### src/rtl/uart_link_pkg.sv
// Shared definitions for the board-state serial link: default timing/frame sizes,
// the byte receiver state encoding and a byte-count width helper.
package uart_link_pkg;

  localparam int CLKS_PER_BIT_DEF = 868;
  localparam int FRAME_BYTES_DEF  = 26;
  localparam int PAYLOAD_W_DEF    = 162;
  localparam int BYTE_CNT_W_DEF   = $clog2(FRAME_BYTES_DEF + 1);

  typedef enum logic [2:0] {
    IDLE,
    START,
    DATA,
    PARITY,
    STOP
  } byte_state_t;

  function automatic int byteCntWidth(input int frameBytes);
    return $clog2(frameBytes + 1);
  endfunction

endpackage

### src/rtl/uart_byte_rx.sv
// UART byte receiver: 2-flop input synchronizer, mid-bit sampling and the byte FSM.
// Define UART_FRAME_RX_PARITY_EN to expect an even-parity bit between D7 and stop.
module uart_byte_rx
  import uart_link_pkg::*;
#(
  parameter int CLKS_PER_BIT = CLKS_PER_BIT_DEF
) (
  input  logic       clk_in,
  input  logic       rst_in,
  input  logic       rx,
  output logic [7:0] byte_data,
  output logic       byte_valid,
  output logic       frame_err,
`ifdef UART_FRAME_RX_PARITY_EN
  output logic       parity_err,
`endif
  output logic       idle
);

  localparam int CW = $clog2(CLKS_PER_BIT);
  localparam logic [CW-1:0] HALF_LAST = CW'(CLKS_PER_BIT / 2 - 1);
  localparam logic [CW-1:0] BIT_LAST  = CW'(CLKS_PER_BIT - 1);

  logic          r_sync1, r_sync2, r_rxPrev;
  logic          w_rx, w_fall, w_tick;
  logic          w_stopOk, w_stopBad, w_parityBad;
  byte_state_t   r_state, w_nextState;
  logic [CW-1:0] r_cnt;
  logic [2:0]    r_bitIdx;
  logic [7:0]    r_shift;
  logic          r_byteValid, r_frameErr;
`ifdef UART_FRAME_RX_PARITY_EN
  logic          r_parityErr;
`endif

  assign w_rx   = r_sync2;
  assign w_fall = r_rxPrev & ~w_rx;

  // Synchronizer and edge-detect flops reset to the idle-high line level.
  always_ff @(posedge clk_in or posedge rst_in) begin
    if (rst_in) begin
      r_sync1  <= 1'b1;
      r_sync2  <= 1'b1;
      r_rxPrev <= 1'b1;
    end else begin
      r_sync1  <= rx;
      r_sync2  <= r_sync1;
      r_rxPrev <= r_sync2;
    end
  end

  always_ff @(posedge clk_in or posedge rst_in) begin
    if (rst_in) r_state <= IDLE;
    else        r_state <= w_nextState;
  end

  always_comb begin
    w_nextState = r_state;
    w_tick      = 1'b0;
    w_stopOk    = 1'b0;
    w_stopBad   = 1'b0;
    w_parityBad = 1'b0;
    case (r_state)
      IDLE: if (w_fall) w_nextState = START;
      START: begin
        w_tick = (r_cnt == HALF_LAST);
        if (w_tick) w_nextState = w_rx ? IDLE : DATA;
      end
      DATA: begin
        w_tick = (r_cnt == BIT_LAST);
        if (w_tick && r_bitIdx == 3'd7) begin
`ifdef UART_FRAME_RX_PARITY_EN
          w_nextState = PARITY;
`else
          w_nextState = STOP;
`endif
        end
      end
      PARITY: begin
        w_tick = (r_cnt == BIT_LAST);
        if (w_tick) begin
          w_parityBad = (w_rx != ^r_shift);
          w_nextState = w_parityBad ? IDLE : STOP;
        end
      end
      STOP: begin
        w_tick = (r_cnt == BIT_LAST);
        if (w_tick) begin
          w_stopOk    = w_rx;
          w_stopBad   = ~w_rx;
          w_nextState = IDLE;
        end
      end
      default: w_nextState = IDLE;
    endcase
  end

  // The bit counter restarts on every sample so each later sample lands mid-bit.
  always_ff @(posedge clk_in or posedge rst_in) begin
    if (rst_in) begin
      r_cnt       <= '0;
      r_bitIdx    <= '0;
      r_shift     <= '0;
      r_byteValid <= 1'b0;
      r_frameErr  <= 1'b0;
`ifdef UART_FRAME_RX_PARITY_EN
      r_parityErr <= 1'b0;
`endif
    end else begin
      r_cnt <= (r_state == IDLE || w_tick) ? '0 : r_cnt + 1'b1;
      if (r_state == START) begin
        r_bitIdx <= '0;
      end else if (r_state == DATA && w_tick) begin
        r_bitIdx <= r_bitIdx + 1'b1;
        r_shift  <= {w_rx, r_shift[7:1]};
      end
      r_byteValid <= w_stopOk;
      r_frameErr  <= w_stopBad | w_parityBad;
`ifdef UART_FRAME_RX_PARITY_EN
      r_parityErr <= w_parityBad;
`endif
    end
  end

  assign byte_data  = r_shift;
  assign byte_valid = r_byteValid;
  assign frame_err  = r_frameErr;
  assign idle       = (r_state == IDLE);
`ifdef UART_FRAME_RX_PARITY_EN
  assign parity_err = r_parityErr;
`endif

endmodule

### src/rtl/uart_frame_rx.sv
// Frame receiver: collects FRAME_BYTES UART bytes and presents the low PAYLOAD_W bits.
// Define UART_FRAME_RX_PARITY_EN for even-parity bytes and the parity_err pulse output.
module uart_frame_rx
  import uart_link_pkg::*;
#(
  parameter int CLKS_PER_BIT = CLKS_PER_BIT_DEF,
  parameter int FRAME_BYTES  = FRAME_BYTES_DEF,
  parameter int PAYLOAD_W    = PAYLOAD_W_DEF,
  parameter int IDLE_TIMEOUT = 20 * CLKS_PER_BIT
) (
  input  logic                 clk_in,
  input  logic                 rst_in,
  input  logic                 rx,
  output logic [PAYLOAD_W-1:0] data_out,
  output logic                 ready
`ifdef UART_FRAME_RX_PARITY_EN
  ,
  output logic                 parity_err
`endif
);

  localparam int BCW = byteCntWidth(FRAME_BYTES);
  localparam int TW  = $clog2(IDLE_TIMEOUT + 1);
  localparam logic [BCW-1:0] LAST_BYTE    = BCW'(FRAME_BYTES - 1);
  localparam logic [TW-1:0]  TIMEOUT_LAST = TW'(IDLE_TIMEOUT - 1);

  logic [7:0]           w_byte;
  logic                 w_byteValid, w_frameErr, w_idle, w_timeout;
  logic [BCW-1:0]       r_byteCnt;
  logic [TW-1:0]        r_idleCnt;
  logic [PAYLOAD_W-1:0] r_frame, r_dataOut;
  logic                 r_frameDone, r_ready;

  uart_byte_rx #(
    .CLKS_PER_BIT(CLKS_PER_BIT)
  ) u_byte_rx (
    .clk_in    (clk_in),
    .rst_in    (rst_in),
    .rx        (rx),
    .byte_data (w_byte),
    .byte_valid(w_byteValid),
    .frame_err (w_frameErr),
`ifdef UART_FRAME_RX_PARITY_EN
    .parity_err(parity_err),
`endif
    .idle      (w_idle)
  );

  assign w_timeout = (r_byteCnt != '0) && w_idle && (r_idleCnt == TIMEOUT_LAST);

  // A bad byte or a long idle gap inside a frame drops the partial frame.
  always_ff @(posedge clk_in or posedge rst_in) begin
    if (rst_in) begin
      r_byteCnt   <= '0;
      r_idleCnt   <= '0;
      r_frameDone <= 1'b0;
    end else begin
      r_frameDone <= w_byteValid && (r_byteCnt == LAST_BYTE);
      if (w_frameErr)
        r_byteCnt <= '0;
      else if (w_byteValid)
        r_byteCnt <= (r_byteCnt == LAST_BYTE) ? '0 : r_byteCnt + 1'b1;
      else if (w_timeout)
        r_byteCnt <= '0;
      if (r_byteCnt == '0 || !w_idle || w_timeout)
        r_idleCnt <= '0;
      else
        r_idleCnt <= r_idleCnt + 1'b1;
    end
  end

  // Only payload bits are stored; bytes wholly above PAYLOAD_W just advance the count.
  always_ff @(posedge clk_in or posedge rst_in) begin
    if (rst_in) begin
      r_frame <= '0;
    end else if (w_byteValid) begin
      for (int b = 0; b < PAYLOAD_W; b++)
        if (r_byteCnt == BCW'(b / 8)) r_frame[b] <= w_byte[b % 8];
    end
  end

  always_ff @(posedge clk_in or posedge rst_in) begin
    if (rst_in) begin
      r_dataOut <= '0;
      r_ready   <= 1'b0;
    end else begin
      r_ready <= r_frameDone;
      if (r_frameDone) r_dataOut <= r_frame;
    end
  end

  assign data_out = r_dataOut;
  assign ready    = r_ready;

endmodule

### config.mk
export PLATFORM = sky130hd
export DESIGN_NAME = uart_frame_rx
export DESIGN_NICKNAME = d
export VERILOG_FILES = /design/src/rtl/uart_link_pkg.sv /design/src/rtl/uart_byte_rx.sv /design/src/rtl/uart_frame_rx.sv
export SDC_FILE = /design/constraint.sdc
export NUM_CORES = 1
export LEC_CHECK = 0
export ABC_AREA = 1
export CAP_MARGIN = 20
export CELL_PAD_IN_SITES_DETAIL_PLACEMENT = 1
export CELL_PAD_IN_SITES_GLOBAL_PLACEMENT = 1
export CORE_MARGIN = 4
export CORE_UTILIZATION = 46
export CTS_BUF_LIST = sky130_fd_sc_hd__clkbuf_8
export CTS_CLUSTER_SIZE = 40
export DETAILED_ROUTE_END_ITERATION = 12
export HOLD_SLACK_MARGIN = 0.12
export PLACE_DENSITY = 0.85
export SLEW_MARGIN = 20
export SYNTH_ARGS = -nofsm -noshare
export SYNTH_HDL_FRONTEND = slang
export SYNTH_SLANG_ARGS = --single-unit
### constraint.sdc
create_clock -name clk_in -period 16.1 [get_ports clk_in]
set_input_delay 2.415 -clock clk_in [delete_from_list [all_inputs] [get_ports clk_in]]
set_output_delay 2.415 -clock clk_in [all_outputs]
set_load 0.02 [all_outputs]
==> results.tsv <==
metric	value	unit
cp_max_fo	2	
gp_congestion	0.821	
crit_buf_inv	1	
critPathKind	register to output port	
drive_above_1_share	14.5	%
antenna_found_initial	0	
outcome	complete, no violations	
io-pin-count	166	
row_count	65	
tightestPinTransition	1050	ps
htreeDepth	2	
yosys_register_bits	375	
path_delay_family	buffers and inverters	
leakagePower	8.36	nW
synthArstFlopShare	100	%
area_growth	20.9	%
wl_per_cell	20.0	um
maxSlewHeadroom	29.9	%
drc	0	
cts_tree	built	
hpwlAfterDp	24500	um
finalMaxSlewViolations	0	
crit_arrival	1690	ps
hold_depth	0	
die_x	187	um
ys_warn_count	0	
end_kind	output port	
cts-root-buf	clkbuf_8	
period_minus_slack	4100	ps
path_cells	clkdlybuf4s50_1	
fmax	0.244	GHz
r2r-start	r_frameDone$_DFF_PP0_	
dieHeight	187	um
power.density	103	nW/um^2
synth.distinct_cells	41	
yosysMostFrequentCell	dfrtp_1	
first_global_vias	11846	
vias	10640	
postCtsSetupRepairBufs	0	
cts.sinks	375	
crit_required	13690	ps
core_area	31600	um^2
clkTransAtPathRegs	70	ps
syn_area	14800	um^2
diodes	0	
synth_common_cells	dfrtp_1, nand2_1, nor2_1	
drt_iter0_markers	657	
layout.nets	1555	
hold_path.class	register to register	
grt-ovfl-total	0	
fin_tns_setup	0	ps
syn_avg_cell_area	10.7	um^2
min_period_over_period	25.5	%
post-synth-top-area-cell	dfrtp_1	
worstSetupStartpointType	register	
fillers	3357	
vdd_drop_max	0.0738	mV
wl	39700	um
grt_usage	22.6	%
first_pass_iters	5	
seq_area_frac_synth	63.6	%
synth-edff-count	0	
rsz0062_at_grt	no	
vias_per_cell	5.35	
cts_made_buffers	58	
syn-instance-count	1377	
ys.flop_type	dfrtp_1	
syn-num-nets	1390	
cts_hold_buf	0	
start_util	46.7	%
regToRegEndpoint	data_out[45]$_DFFE_PP0P_	
finalClockSkew	46.8	ps
portBuffers	165	
cp_slowest_cell	clkdlybuf4s50_1	
cap_viol_max_count	0	
dieArea	35000	um^2
rrSetupSlack	13590	ps
critPathMaxStageDelay	640	ps
grt_first_pass_wirelength	64400	um
clk-insertion-delay-late	630	ps
utilization	56.5	%
cts_buffer_depth	3	
hp-start	u_byte_rx.r_sync1$_DFF_PP1_	
synth_top_area_share	63.1	%
hold_viol_final	0	
holdPathEnd	u_byte_rx.r_sync2$_DFF_PP1_	
synthTopCellsByArea	dfrtp_1, mux2_2, nand2_1	
setup_violations	0	
ant_nets	0	
cts_resized	0	
ff2ff_path_depth	2	
grt_start_max_net_pins	183	
## how the worst max path moves through the flow
stage | from | endpoint | slack [ps] | cells past startpoint
6_report | data_out[14]$_DFFE_PP0P_ | data_out[14] | 12000 | 1
3_3_place_gp | rst_in | r_frameDone$_DFF_PP0_ | 11440 | 3
3_5_place_dp | rst_in | r_frameDone$_DFF_PP0_ | 11400 | 3
4_1_cts | data_out[14]$_DFFE_PP0P_ | data_out[14] | 11960 | 1
2_1_floorplan | rst_in | data_out[0]$_DFFE_PP0P_ | 3270 | 1
5_1_grt | rst_in | r_frameDone$_DFF_PP0_ | 11780 | 3
## layout make-up
type,instances,area [um^2],share of cell area (%)
well taps,402,503,2.82
multi-input cells,813,4560,25.6
flip-flops and latches,375,9390,52.7
repair buffers,169,1690,9.50
clock inverters,28,160,0.898
inverters,125,477,2.67
clock buffers,76,1050,5.87
## cells by family after synthesis
family / share of synthesized area (%)
flops: 63.6
simple gates: 13.1
fa+ha+maj: 0.848
buf+inv: 5.47
compound gates: 9.56
mux: 6.79
xor+xnor: 0.534
## per-stage QoR
step                      setup slack, ps  total power [mW]  instances  cell area [um^2]  hold slack [ps]
final                               12000              1.84       1988             17800              358
after global routing                11780              1.92       1988             17800              363
after CTS                           11960              1.86       1988             17800              358
after detailed placement            11400              1.04       1884             16600              349
after global placement              11440              1.04       1884             16600              347
after floorplan                      3270              1.02       1377             14800              345
## metal layers
metal / global-route usage, % / vias to the layer above / share of wire (%)
li1: - / 4798 / -
met1: 28.3 / 5471 / 41
met2: 40.4 / 279 / 52
met3: 3.49 / 92 / 4.2
met4: 7.28 / 0 / 3.1
met5: 0 / - / 0
## where the power goes
| group | switching, mW | internal, mW | leakage, nW |
|---|---|---|---|
| clock network | 0.378 | 0.439 | 0.696 |
| registers | 0.00916 | 0.950 | 5.22 |
| logic | 0.0535 | 0.0152 | 2.44 |
| total | 0.441 | 1.40 | 8.36 |
## flip-flops by register name, indices dropped and copies added (netlist names), 3 cells and up
register,count
u_byte_rx.r_cnt,10
u_byte_rx.byte_data,8
r_frame,162
r_byteCnt,5
data_out,162
r_idleCnt,15
u_byte_rx.r_bitIdx,3
u_byte_rx.r_state,3
## layout by cell type (no fill, tap or decap), types with 2 or more instances in the layout
cell	n
nand2_4	4
buf_4	3
mux2_2	89
nor3_2	2
a21oi_1	131
xor2_1	5
clkinv_2	4
dfrtp_1	371
clkdlybuf4s50_1	165
xnor2_1	4
inv_2	8
o21ai_2	8
inv_1	136
nor2_2	2
nor2_8	3
nand3_2	2
nand2_1	190
o21ai_0	123
o21ai_1	2
nand4_1	4
ha_1	10
nor3_1	14
nor4_1	2
nand3_1	31
a21oi_2	2
clkbuf_8	76
dfstp_2	3
inv_8	2
nor2_4	13
nor2_1	161
Note: power is estimated with default switching activity, not from simulation.
